<file path="src/rtl/mem_bus_arbiter_pkg.sv">
// Shared definitions for the two-port memory bus arbiter: FSM state encodings,
// grant constants and the round-robin pick.
package mem_bus_arbiter_pkg;

  typedef enum logic [1:0] {
    ST_IDLE   = 2'd0,
    ST_ACCESS = 2'd1,
    ST_DONE   = 2'd2
  } arb_state_t;

  localparam logic GRANT_A = 1'b0;
  localparam logic GRANT_B = 1'b1;

  localparam int unsigned CNT_W = 4;

  // On contention the port that did not own the bus last time wins.
  function automatic logic pick_grant(input logic req_a, input logic req_b,
                                      input logic last);
    logic g;
    if (req_a && req_b) begin
      g = ~last;
    end else if (req_a) begin
      g = GRANT_A;
    end else begin
      g = GRANT_B;
    end
    return g;
  endfunction

endpackage

</file>
<file path="src/rtl/mem_bus_arbiter_path.sv">
// Arbiter datapath: grant-selected request path towards memory and the
// grant-steered read-data/ack return path (unselected port reads zero).
module mem_bus_arbiter_path
  import mem_bus_arbiter_pkg::*;
#(
  parameter int unsigned ADDR_W = 16,
  parameter int unsigned DATA_W = 8
) (
  input  logic              grant,
  input  logic              cs,
  input  logic              done,
  input  logic              we_a,
  input  logic [ADDR_W-1:0] addr_a,
  input  logic [DATA_W-1:0] wdata_a,
  input  logic              we_b,
  input  logic [ADDR_W-1:0] addr_b,
  input  logic [DATA_W-1:0] wdata_b,
  input  logic [DATA_W-1:0] hold,
  output logic              mem_we,
  output logic [ADDR_W-1:0] mem_addr,
  output logic [DATA_W-1:0] mem_wdata,
  output logic              ack_a,
  output logic              ack_b,
  output logic [DATA_W-1:0] rdata_a,
  output logic [DATA_W-1:0] rdata_b
);

  // Request path: select the owning port's address, data and write enable.
  always_comb begin
    mem_addr  = addr_a;
    mem_wdata = wdata_a;
    mem_we    = 1'b0;
    if (grant == GRANT_B) begin
      mem_addr  = addr_b;
      mem_wdata = wdata_b;
      mem_we    = cs & we_b;
    end else begin
      mem_addr  = addr_a;
      mem_wdata = wdata_a;
      mem_we    = cs & we_a;
    end
  end

  // Return path: ack and held read data go only to the owner during DONE.
  always_comb begin
    ack_a   = 1'b0;
    ack_b   = 1'b0;
    rdata_a = {DATA_W{1'b0}};
    rdata_b = {DATA_W{1'b0}};
    if (done && (grant == GRANT_B)) begin
      ack_b   = 1'b1;
      rdata_b = hold;
    end else if (done) begin
      ack_a   = 1'b1;
      rdata_a = hold;
    end else begin
      ack_a   = 1'b0;
      ack_b   = 1'b0;
    end
  end

endmodule

</file>
<file path="src/rtl/mem_bus_arbiter.sv">
// Two-requester round-robin arbiter for a shared memory bus with a fixed
// number of chip-select wait states and a one-cycle completion ack.
module mem_bus_arbiter
  import mem_bus_arbiter_pkg::*;
#(
  parameter int unsigned ADDR_W      = 16,
  parameter int unsigned DATA_W      = 8,
  parameter int unsigned WAIT_CYCLES = 2
) (
  input  logic              clk,
  input  logic              rst_n,
  input  logic              req_a,
  input  logic              we_a,
  input  logic [ADDR_W-1:0] addr_a,
  input  logic [DATA_W-1:0] wdata_a,
  output logic              ack_a,
  output logic [DATA_W-1:0] rdata_a,
  input  logic              req_b,
  input  logic              we_b,
  input  logic [ADDR_W-1:0] addr_b,
  input  logic [DATA_W-1:0] wdata_b,
  output logic              ack_b,
  output logic [DATA_W-1:0] rdata_b,
  output logic              mem_cs,
  output logic              mem_we,
  output logic [ADDR_W-1:0] mem_addr,
  output logic [DATA_W-1:0] mem_wdata,
  input  logic [DATA_W-1:0] mem_rdata,
  output logic              grant
);

  localparam logic [CNT_W-1:0] CNT_LOAD = CNT_W'(WAIT_CYCLES - 1);

  arb_state_t        state_r;
  logic              grant_r;
  logic              last_r;
  logic              cs_r;
  logic [CNT_W-1:0]  cnt_r;
  logic [DATA_W-1:0] hold_r;
  logic              done_s;

  // Arbitration FSM with wait-state counter and read-data capture.
  always_ff @(posedge clk or negedge rst_n) begin
    if (!rst_n) begin
      state_r <= ST_IDLE;
      grant_r <= GRANT_B;
      last_r  <= GRANT_B;
      cs_r    <= 1'b0;
      cnt_r   <= {CNT_W{1'b0}};
      hold_r  <= {DATA_W{1'b0}};
    end else begin
      case (state_r)
        ST_IDLE: begin
          if (req_a || req_b) begin
            grant_r <= pick_grant(req_a, req_b, last_r);
            cnt_r   <= CNT_LOAD;
            cs_r    <= 1'b1;
            state_r <= ST_ACCESS;
          end
        end
        ST_ACCESS: begin
          // Last wait cycle: memory data is valid, latch it and release cs.
          if (cnt_r == {CNT_W{1'b0}}) begin
            hold_r  <= mem_rdata;
            cs_r    <= 1'b0;
            state_r <= ST_DONE;
          end else begin
            cnt_r <= cnt_r - {{(CNT_W-1){1'b0}}, 1'b1};
          end
        end
        ST_DONE: begin
          last_r  <= grant_r;
          state_r <= ST_IDLE;
        end
        default: begin
          cs_r    <= 1'b0;
          state_r <= ST_IDLE;
        end
      endcase
    end
  end

  assign done_s = (state_r == ST_DONE);
  assign mem_cs = cs_r;
  assign grant  = grant_r;

  mem_bus_arbiter_path #(
    .ADDR_W (ADDR_W),
    .DATA_W (DATA_W)
  ) u_path (
    .grant     (grant_r),
    .cs        (cs_r),
    .done      (done_s),
    .we_a      (we_a),
    .addr_a    (addr_a),
    .wdata_a   (wdata_a),
    .we_b      (we_b),
    .addr_b    (addr_b),
    .wdata_b   (wdata_b),
    .hold      (hold_r),
    .mem_we    (mem_we),
    .mem_addr  (mem_addr),
    .mem_wdata (mem_wdata),
    .ack_a     (ack_a),
    .ack_b     (ack_b),
    .rdata_a   (rdata_a),
    .rdata_b   (rdata_b)
  );

endmodule
</file>
<file path="config.mk">
export PLATFORM = sky130hd
export DESIGN_NAME = mem_bus_arbiter
export DESIGN_NICKNAME = d
export VERILOG_FILES = /design/src/rtl/mem_bus_arbiter_pkg.sv /design/src/rtl/mem_bus_arbiter_path.sv /design/src/rtl/mem_bus_arbiter.sv
export SDC_FILE = /design/constraint.sdc
export NUM_CORES = 1
export LEC_CHECK = 0
export BUFFER_PORTS_ARGS = -buffer_cell sky130_fd_sc_hd__buf_4
export CAP_MARGIN = 10
export CORE_UTILIZATION = 34
export CTS_BUF_LIST = sky130_fd_sc_hd__clkbuf_4 sky130_fd_sc_hd__clkbuf_8
export DETAILED_ROUTE_END_ITERATION = 16
export HOLD_SLACK_MARGIN = 0.1
export PLACE_DENSITY = 0.78
export SYNTH_ARGS = -nofsm -noshare
export SYNTH_HDL_FRONTEND = slang
export SYNTH_SLANG_ARGS = --single-unit
</file>
<file path="constraint.sdc">
create_clock -name clk -period 1.5 [get_ports clk]
set_clock_uncertainty 0.1 [all_clocks]
set_input_delay 0.075 -clock clk [delete_from_list [all_inputs] [get_ports clk]]
set_output_delay 0.075 -clock clk [all_outputs]
set_load 0.05 [all_outputs]
</file>
==> metrics, run 1 <==
status=stopped before the end; Last stage=global routing; error msg=[ERROR GRT-0232] Routing congestion too high. Check the congestion heatmap in the GUI.; GRT Util Overall=0.6916; Core Rows=20; Netlist cell types=28; Syn. warnings=0; H-tree Lvls=1; CTS Buf Count=3; die width=60.50 um; Initial Util=0.3690; clk buf depth=2; CTS Root Cell=clkbuf_4; dpl hpwl=3192 um; Worst EP kind=top-level output; grt ovf=11; synthesized area per cell=10.77 um^2; Yosys reg bits=17; post-synthesis cell count=108; IO Pins=107; # port buffers=106; RD Place Congestion=0.7819; Inst Count DP=around 260; syn nets=approximately 170; sequential fraction of the synthesis area=0.3677; die height=60.50 um; Sink Count=17; worst_ep grt=rdata_b[6]; largest net degree at the start of global routing=16; synthesized area=0.001164 mm^2
## repair_timing
item                                    in CTS
endpoints found under the setup margin      53
cloned                                       5
buffers inserted                            10
gates resized for setup                     96
hold endpoints to repair                    28
hold buffers                                12
pin swaps                                   10
## stage by stage
stage	setup slack (ns)	cell area, um^2	hold slack [ns]	utilization
4_1_cts	-0.2677	2858	0.1613	0.9063
3_5_place_dp	-0.05170	2190	-0.1496	0.6944
3_3_place_gp	0.009843	2190	-0.1539	0.6944
2_1_floorplan	-0.2619	1294	-0.3206	-
## synth_stat cells
cell | n | area [um^2]
a21oi_1 | 3 | 15.01
nand2b_1 | 3 | 18.77
a21o_1 | 1 | 7.510
dfstp_2 | 2 | 52.55
or2_2 | 1 | 6.260
nor2_1 | 2 | 7.510
o21a_1 | 1 | 7.510
nand2_1 | 3 | 11.26
nand2_4 | 1 | 11.26
nor2_2 | 1 | 6.260
mux2_2 | 32 | 360.4
buf_2 | 3 | 15.01
mux2i_1 | 2 | 20.02
o21ai_0 | 3 | 15.01
and2b_2 | 1 | 8.760
and2_1 | 17 | 106.4
xnor2_1 | 1 | 8.760
a31oi_1 | 1 | 6.260
o22ai_1 | 1 | 6.260
ha_1 | 1 | 12.51
nor3b_4 | 1 | 18.77
a31o_2 | 1 | 8.760
inv_1 | 4 | 15.01
nand2b_2 | 1 | 8.760
and2b_1 | 1 | 7.510
nor3_1 | 4 | 20.02
nor2b_1 | 1 | 6.260
dfrtp_1 | 15 | 375.4
## kinds of logic after synthesis
group,after synthesis,synth area share
AND/OR/NAND/NOR,37,0.2043
multiplexers,34,0.3269
buffers and inverters,7,0.02580
AO/OA/AOI/OAI,11,0.05699
XOR/XNOR,1,0.007528
adder cells (fa/ha/maj),1,0.01075
flip-flops,17,0.3677
## metal layers
metal,GRT overflow,global-route usage
met3,0,0.5458
met4,8,0.7305
met1,0,0.6653
met2,3,0.8713
met5,0,0.1429
==> inputs of run 2 (changes only) <==
CORE_AREA = 2 2 63 65   (was not set)
CORE_UTILIZATION = not set   (was 34)
CTS_BUF_LIST = not set   (was sky130_fd_sc_hd__clkbuf_4 sky130_fd_sc_hd__clkbuf_8)
DIE_AREA = 0 0 65 67   (was not set)
HOLD_SLACK_MARGIN = not set   (was 0.1)
PLACE_DENSITY = not set   (was 0.78)
PLACE_DENSITY_LB_ADDON = 0.15   (was not set)
clock period = 2 ns   (was 1.5 ns; I/O delays follow)
==> metrics, run 2 <==
Final Hold Viols=0; Initial Util=0.3227; Clock Latency Late Sink=between 0.2 and 0.3 ns; max_cap viols=0; top flop regs=hold_r (8), cnt_r (4), state_r (2); antenna-violating nets left=0; fin cells=274; Worst Hold Path EP=grant; antenna cells=0; RSZ-0062 raised after global routing=false; post-synthesis cell count=between 100 and 150; pre-CTS setup slack=0.3427 ns; CTS Root Cell=clkbuf_8; Startpoint Class=flop; Routed WL=3811 um; largest area contributor in the netlist=dfrtp_1; worst-path fanout max=17; DR WL/cell=between 10 and 15 um; RD Place Congestion=0.7357; drt pass-1 iters=2; Final #Nets=290; fin crit share=0.9533; antenna violations before repair=0; drt drc=0; final worst slack=about 0.093 ns; CTS Buf Count=3; synthesized area=0.001164 mm^2; max reg flops=8; IO Pins=107; FF+latch area=427.9 um^2; syn nets=171; Final Max Tran Viols=0; FILL cells=322; Crit. Startpoint=grant; largest net degree at the start of global routing=18; leakage power total=~1.1 nW; worst hold start=req_b; PD cells=1396 mW/mm^2; maximum VDD drop=0.0005338 V; Tightest Hold Check Type=in2reg; commonest non-fill, non-tap cell in the layout=buf_4; post-synth top area share=0.3226; Inst Count DP=260; Overall Power=3.051 mW; worst hold stages=3; grt ovf=0; area of the multi-input gates=721.9 um^2; Layout area overhead=87.85%; vias in the first global route=roughly 1,300; core area=0.003606 mm^2; Post-synth EDFFs=0; DRT iter0 DRCs=39; Synth async-reset ratio=1.000; Top reg by flops=hold_r; Final setup viols=0; measured slew at the worst slew-check pin=0.3214 ns; status=complete, no violations; die area=0.004355 mm^2; Total Neg Setup Slack=0 ns; Core Rows=22; r2r startpoint=cnt_r[0]; via/cell ratio=4.672; CTS clk-pin slew, worst paths=0.06 ns; Post-synth top cells=32 x mux2_2, 17 x and2_1, 15 x dfrtp_1; max_slew headroom=0.7855; Netlist cell types=28; Syn. warnings=0; dpl hpwl=2988 um; via count=around 1,300; fin crit period=1.907 ns; R2R depth=5; # port buffers=106; share of post-route cells with drive strength above 1=0.7035; GRT Util Overall=0.1754; commonest cells after routing, fill and taps aside=106 x buf_4, 32 x mux2_2, 15 x dfrtp_1; fmax=around 520 MHz; R2R Path End=hold_r[5]; TritonCTS clock tree=yes; top_reg_cell synth=dfrtp_1; sequential fraction of the synthesis area=0.3677; CP endpoint kind=primary output; Yosys reg bits=17; R2R Setup Slk=0.30 ns; first-pass GRT wire length=between 5000 and 6000 um; WP data required=approximately 1.8 ns; Final Core Density=0.6062; die width=65 um; ranking of synthesized cells by area=dfrtp_1 32%, mux2_2 31%, and2_1 9.1%; Sink Count=17; synthesized area per cell=10.77 um^2; clk buf depth=2; WP data arrival=roughly 1.7 ns; die height=67 um; count leader, synth=mux2_2; H-tree Lvls=1; kind of critical path=reg2out
-- run 2: worst max-delay path by stage --
stage / endpoint / slack [ns] / cells past startpoint
after floorplan: rdata_b[0] / -0.07 / 4
after global placement: rdata_b[1] / 0.39 / 4
after detailed placement: hold_r[5] / 0.34 / 5
after CTS: mem_addr[13] / 0.08 / 3
after global routing: rdata_b[3] / 0.01 / 4
final: mem_addr[11] / 0.09 / 3
-- run 2: critical path, cell delays in order, from the launching register on --
cell,delay (ns)
dfstp_2,0.72
buf_12,0.20
mux2_2,0.35
buf_4,0.19
-- run 2: layout make-up --
class / instances / area share
well taps: 48 / 0.02748
clock buffers: 4 / 0.02061
multi-input cells: 84 / 0.3303
flip-flops and latches: 17 / 0.1958
inverters: 4 / 0.006869
repair buffers: 117 / 0.4190
-- run 2: metal layers --
metal / track usage / up-vias / routed length (um)
met5: 0 / - / 0
met4: 0.06915 / 0 / 74
met3: 0.04392 / 9 / 331
met2: 0.3196 / 69 / 1948
met1: 0.1946 / 594 / 1456
li1: - / 608 / -
-- run 2: power by group --
| group | switching [mW] | total (mW) | leakage (nW) | internal, mW |
|---|---|---|---|---|
| Sequential | 0.163 | 0.690 | 0.201 | 0.526 |
| Clock | 0.117 | 0.259 | 0.0228 | 0.141 |
| Combinational | 1.24 | 2.10 | 0.882 | 0.865 |
-- run 2: cell families after synthesis --
family,Yosys count,synth area share
mux,34,0.3269
flops,17,0.3677
simple gates,37,0.2043
compound gates,11,0.05699
xor+xnor,1,0.007528
fa+ha+maj,1,0.01075
buf+inv,7,0.02580
-- run 2: what timing repair did --
action	4_1_cts	5_1_grt
gates resized for setup	0	0
buffers inserted	0	0
endpoints found under the hold margin	26	0
hold buffers	10	0
endpoints found under the setup margin	0	0
-- run 2: metrics by stage --
stage | hold slack (ns) | cell area, um^2
5_1_grt | 0.03895 | 2186
2_1_floorplan | -0.2956 | 1180
3_5_place_dp | -0.1181 | 2041
4_1_cts | 0.01690 | 2186
3_3_place_gp | -0.1223 | 2041
6_report | 0.02235 | 2186
(Power assumes the default switching activity.)
==> inputs of run 3 (changes only) <==
--- a/config.mk
+++ b/config.mk
@@ -13,2 +13,3 @@
 export PLACE_DENSITY_LB_ADDON = 0.15
+export SLEW_MARGIN = 40
 export SYNTH_ARGS = -nofsm -noshare
==> constraint.sdc (replaced) <==
create_clock -name clk -period 2 [get_ports clk]
set_clock_uncertainty 0.1 [all_clocks]
set_input_delay 0.2 -clock clk [delete_from_list [all_inputs] [get_ports clk]]
set_output_delay 0.2 -clock clk [all_outputs]
set_load 0.05 [all_outputs]
==> metrics, run 3 (synthesis gave the netlist of run 2 again) <==
Overall Power=3.046 mW; kind of critical path=reg2out; antenna-violating nets left=0; dpl hpwl=between 2000 and 3000 um; Worst Hold Path EP=grant; first-pass GRT wire length=around 5700 um; Clock Latency Late Sink=0.24 ns; maximum VDD drop=0.0005902 V; # port buffers=106; worst hold start=req_a; largest net degree at the start of global routing=19; Final Hold Viols=0; CP endpoint kind=primary output; Largest delay share family, worst path=simple AND/OR/NAND/NOR gates; GRT Util Overall=0.1664; RSZ-0062 raised after global routing=false; R2R Path End=hold_r[6]; grt ovf=0; commonest cells after routing, fill and taps aside=108 x buf_4, 32 x mux2_2, 15 x dfrtp_1; Final Max Tran Viols=0; max_cap viols=0; fin cells=267; fin crit period=1.852 ns; H-tree Lvls=1; CP max-delay cell=dfrtp_1; antenna cells=0; CTS Buf Count=3; share of post-route cells with drive strength above 1=0.7489; RD Place Congestion=0.8188; DRT iter0 DRCs=8; Core Rows=22; die area=roughly 0.0044 mm^2; max_slew headroom=0.8005; fmax=539.9 MHz; antenna violations before repair=0; max reg flops=8; FILL cells=317; PD cells=1436 mW/mm^2; via/cell ratio=roughly 4.6; via count=1,215; TritonCTS clock tree=yes; status=complete, no violations; Tightest Hold Check Type=in2reg; CTS Root Cell=clkbuf_8; clk buf depth=2; R2R depth=5; Layout area overhead=82.26%; worst-path fanout max=10; WP data required=1.70 ns; CP max stage delay=between 0.4 and 0.5 ns; die width=65 um; measured slew at the worst slew-check pin=0.2990 ns; r2r startpoint=cnt_r[0]; DR WL/cell=~13 um; top flop regs=hold_r (8), cnt_r (4), state_r (2); CTS clk-pin slew, worst paths=0.06 ns; die height=67 um; Final setup viols=0; Routed WL=3518 um; Final Core Density=0.5881; R2R Setup Slk=0.35 ns; Sink Count=17; Inst Count DP=260; IO Pins=107; Startpoint Class=flop; vias in the first global route=1,292; fin crit share=0.9261; WP buf/inv=1; worst hold stages=2; hold slack=about 0.030 ns; Initial Util=0.3227; drt drc=0; Total Neg Setup Slack=0 ns; Top reg by flops=hold_r; drt pass-1 iters=3; commonest non-fill, non-tap cell in the layout=buf_4; leakage power total=between 1 and 1.5 nW; core area=0.003606 mm^2; Final #Nets=283; crit-path cells=nand2b_1, nor2_4, and2_2, buf_4; WP data arrival=between 1.5 and 2 ns
run 3: per-layer routing:
layer / up-vias / global-route usage / wire (um)
met5: - / 0 / 0
met4: 0 / 0.02394 / 7
met3: 2 / 0.04223 / 364
met2: 63 / 0.3312 / 1857
met1: 557 / 0.1781 / 1288
li1: 593 / - / -
run 3: what timing repair did:
item,4_1_cts,5_1_grt
resized for setup,0,1
hold buffers,1,0
buffers inserted,2,0
setup endpoints to repair,1,1
hold endpoints to repair,17,0
run 3: metrics by stage:
step	area (um^2)	setup WS (ns)
after global routing	2121	0.05405
after floorplan	1184	-0.02649
after CTS	2116	0.09298
after detailed placement	2044	0.2697
final	2121	0.1478
after global placement	2044	0.3051
run 3: final cells by class:
class / instances / area (um^2) / area share
Sequential cell: 17 / 427.9 / 0.2018
Timing Repair Buffer: 110 / 840.8 / 0.3965
Inverter: 4 / 15.01 / 0.007080
Tap cell: 48 / 60.06 / 0.02832
Clock inverter: 1 / 5.005 / 0.002360
Clock buffer: 3 / 41.29 / 0.01947
Multi-Input combinational cell: 84 / 730.7 / 0.3445
run 3: power by group:
group	switching (mW)	internal [mW]
sequential	0.129	0.526
combinational	1.26	0.884
clock	0.106	0.138
run 3: how the worst max path moves through the flow:
stage | startpoint | depth (start not counted) | endpoint | slack, ns
2_1_floorplan | grant | 4 | rdata_b[0] | -0.03
3_3_place_gp | grant | 3 | mem_addr[3] | 0.31
3_5_place_dp | grant | 3 | mem_addr[15] | 0.27
4_1_cts | state_r[0] | 4 | rdata_a[1] | 0.09
5_1_grt | state_r[0] | 4 | rdata_b[6] | 0.05
6_report | state_r[0] | 4 | rdata_b[4] | 0.15
==> inputs of run 4 (changes only) <==
ABC_AREA = 1   (was not set)
==> metrics, run 4 <==
Syn. warnings=0; TritonCTS clock tree=yes; via count=around 1,500; Pint=1.386 mW; dpl hpwl=2916 um; die width=65 um; Seq pwr share=0.184; R2R depth=7; max_slew headroom=0.6532; Final setup viols=0; WP data arrival=approximately 1.5 ns; fin cells=349; PD cells=1633 mW/mm^2; Startpoint Class=flop; drt drc=0; Final #Nets=365; worst-path fanout max=26; Synth async-reset ratio=1.000; Logic pwr share=0.740; synthesized area=0.001175 mm^2; Netlist cell types=18; worst hold stages=3; RSZ-0062 raised after global routing=false; placed cell areas=0.001999 mm^2; antenna violations before repair=0; max reg flops=8; mux contribution to synthesized area=0; Top reg by flops=hold_r; kind of critical path=reg2out; compound-cell area share of the yosys netlist=0.05005; ranking of synthesized cells by area=nand2_1 33%, dfrtp_1 32%, nor2_1 7.3%; top_reg_cell synth=dfrtp_1; WP data required=about 1.7 ns; grt ovf=0; DRT iter0 DRCs=61; Clock Latency Late Sink=around 0.25 ns; Design Area, Final=0.002058 mm^2; share of post-route cells with drive strength above 1=0.4053; Layout area overhead=75.19%; antenna cells=0; IO Pins=~110; die area=0.004355 mm^2; vias in the first global route=around 1,200; commonest non-fill, non-tap cell in the layout=buf_4; Inst Count DP=344; largest area contributor in the netlist=nand2_1; post-synthesis adder-cell area fraction=0.01065; Yosys reg bits=17; commonest cells after routing, fill and taps aside=107 x buf_4, 102 x nand2_1, 23 x nor2_1; Initial Util=0.3258; CTS Root Cell=clkbuf_8; DR WL/cell=between 10 and 15 um; max_cap viols=0; Sink Count=17; clk buf depth=2; GRT Util Overall=0.1670; post-CTS setup buffers=0; top flop regs=hold_r (8), cnt_r (4), state_r (2); Post-synth top cells=103 x nand2_1, 23 x nor2_1, 21 x inv_1; CTS Buf Count=3; RD Place Congestion=around 0.74; sw frac=0.5876; CP endpoint kind=primary output; Core Rows=22; count leader, synth=nand2_1; Routed WL=3753 um; drt pass-1 iters=4; Post-synth EDFFs=0; H-tree Lvls=1; Clk network pwr share=0.076; status=complete, no violations; Tightest Hold Check Type=in2reg; syn nets=roughly 260; post-synthesis cell count=195; Final Max Tran Viols=0; fmax=545.4 MHz; maximum VDD drop=0.0008019 V; fin crit share=0.9168; sequential fraction of the synthesis area=0.3642; Final Hold Viols=0; first-pass GRT wire length=5720 um; Sw Pwr=1.975 mW; core area=0.003606 mm^2; leakage power total=1.259 nW; antenna-violating nets left=0; largest net degree at the start of global routing=27; largest family of logic cells by synthesized area=simple AND/OR/NAND/NOR gates; Post-Synth XOR/XNOR Area=0; via/cell ratio=roughly 4.2; fin crit period=1.834 ns; measured slew at the worst slew-check pin=0.5168 ns; Post-Synth Simple-Gate Area=0.4718; post-synth top area share=0.3291; synthesized area per cell=between 6 and 7 um^2; CTS clk-pin slew, worst paths=0.07 ns; # port buffers=106; die height=~67 um
[run 4: stage by stage]
step / setup TNS (ns) / utilization / hold slack, ns / power [mW] / setup slack [ns]
global route: 0 / 0.5708 / 0.05349 / 3.616 / 0.04342
CTS: 0 / 0.5701 / 0.04669 / 3.383 / 0.1185
finish: 0 / 0.5708 / 0.04887 / 3.361 / 0.1665
global placement: 0 / 0.5545 / -0.02342 / 3.103 / 0.4461
detailed placement: 0 / 0.5545 / -0.02378 / 3.121 / 0.3991
floorplan: -0.4512 / - / -0.1956 / 2.459 / -0.05640
[run 4: kinds of logic after synthesis]
family / after synthesis
AOI/OAI and AO/OA: 11
adders and majority gates: 1
buffers and inverters: 28
DFF: 17
and+or+nand+nor: 138
[run 4: worst max-delay path, stage by stage, from the launching register on]
cell	delay [ns]
dfstp_2	0.39
inv_2	0.32
nand2_2	0.22
nor2_1	0.14
buf_4	0.21
[run 4: power by group through the flow]
stage / clock network, mW / registers [mW] / logic, mW
2_1_floorplan: 0 / 0.674 / 1.79
3_3_place_gp: 0 / 0.618 / 2.48
3_5_place_dp: 0 / 0.620 / 2.50
4_1_cts: 0.262 / 0.615 / 2.51
5_1_grt: 0.274 / 0.645 / 2.70
6_report: 0.256 / 0.617 / 2.49
[run 4: per-layer routing]
layer / vias to the layer above / share of wire / GRT usage
li1: 790 / - / -
met1: 614 / 0.43 / 0.2048
met2: 70 / 0.45 / 0.2899
met3: 4 / 0.11 / 0.04054
met4: 0 / 0.0091 / 0.04787
met5: - / 0 / 0
[run 4: layout make-up]
cell class / instances / area, um^2
tap: 48 / 60.06
clock inverter: 1 / 5.005
inverter: 22 / 82.58
multi-input combinational: 150 / 628.1
timing repair buffer: 108 / 813.3
fill: 379 / 1548
sequential: 17 / 427.9
clock buffer: 3 / 41.29
[run 4: worst paths after layout]
kind / start / to / slack [ns]
worst max-delay path: grant / rdata_a[6] / 0.17
worst min-delay path: mem_rdata[7] / hold_r[7] / 0.05
worst max register to register: cnt_r[0] / cnt_r[0] / 0.61
worst min register to register: grant / grant / 0.40
max in group asynchronous: rst_n / grant / 1.31
min in group asynchronous: rst_n / hold_r[3] / 0.24
[run 4: what timing repair did]
| action | 4_1_cts | 5_1_grt |
|---|---|---|
| hold endpoints to repair | 17 | 0 |
| hold buffers | 1 | 0 |
| resized for setup | 0 | 1 |
| endpoints found under the setup margin | 0 | 2 |
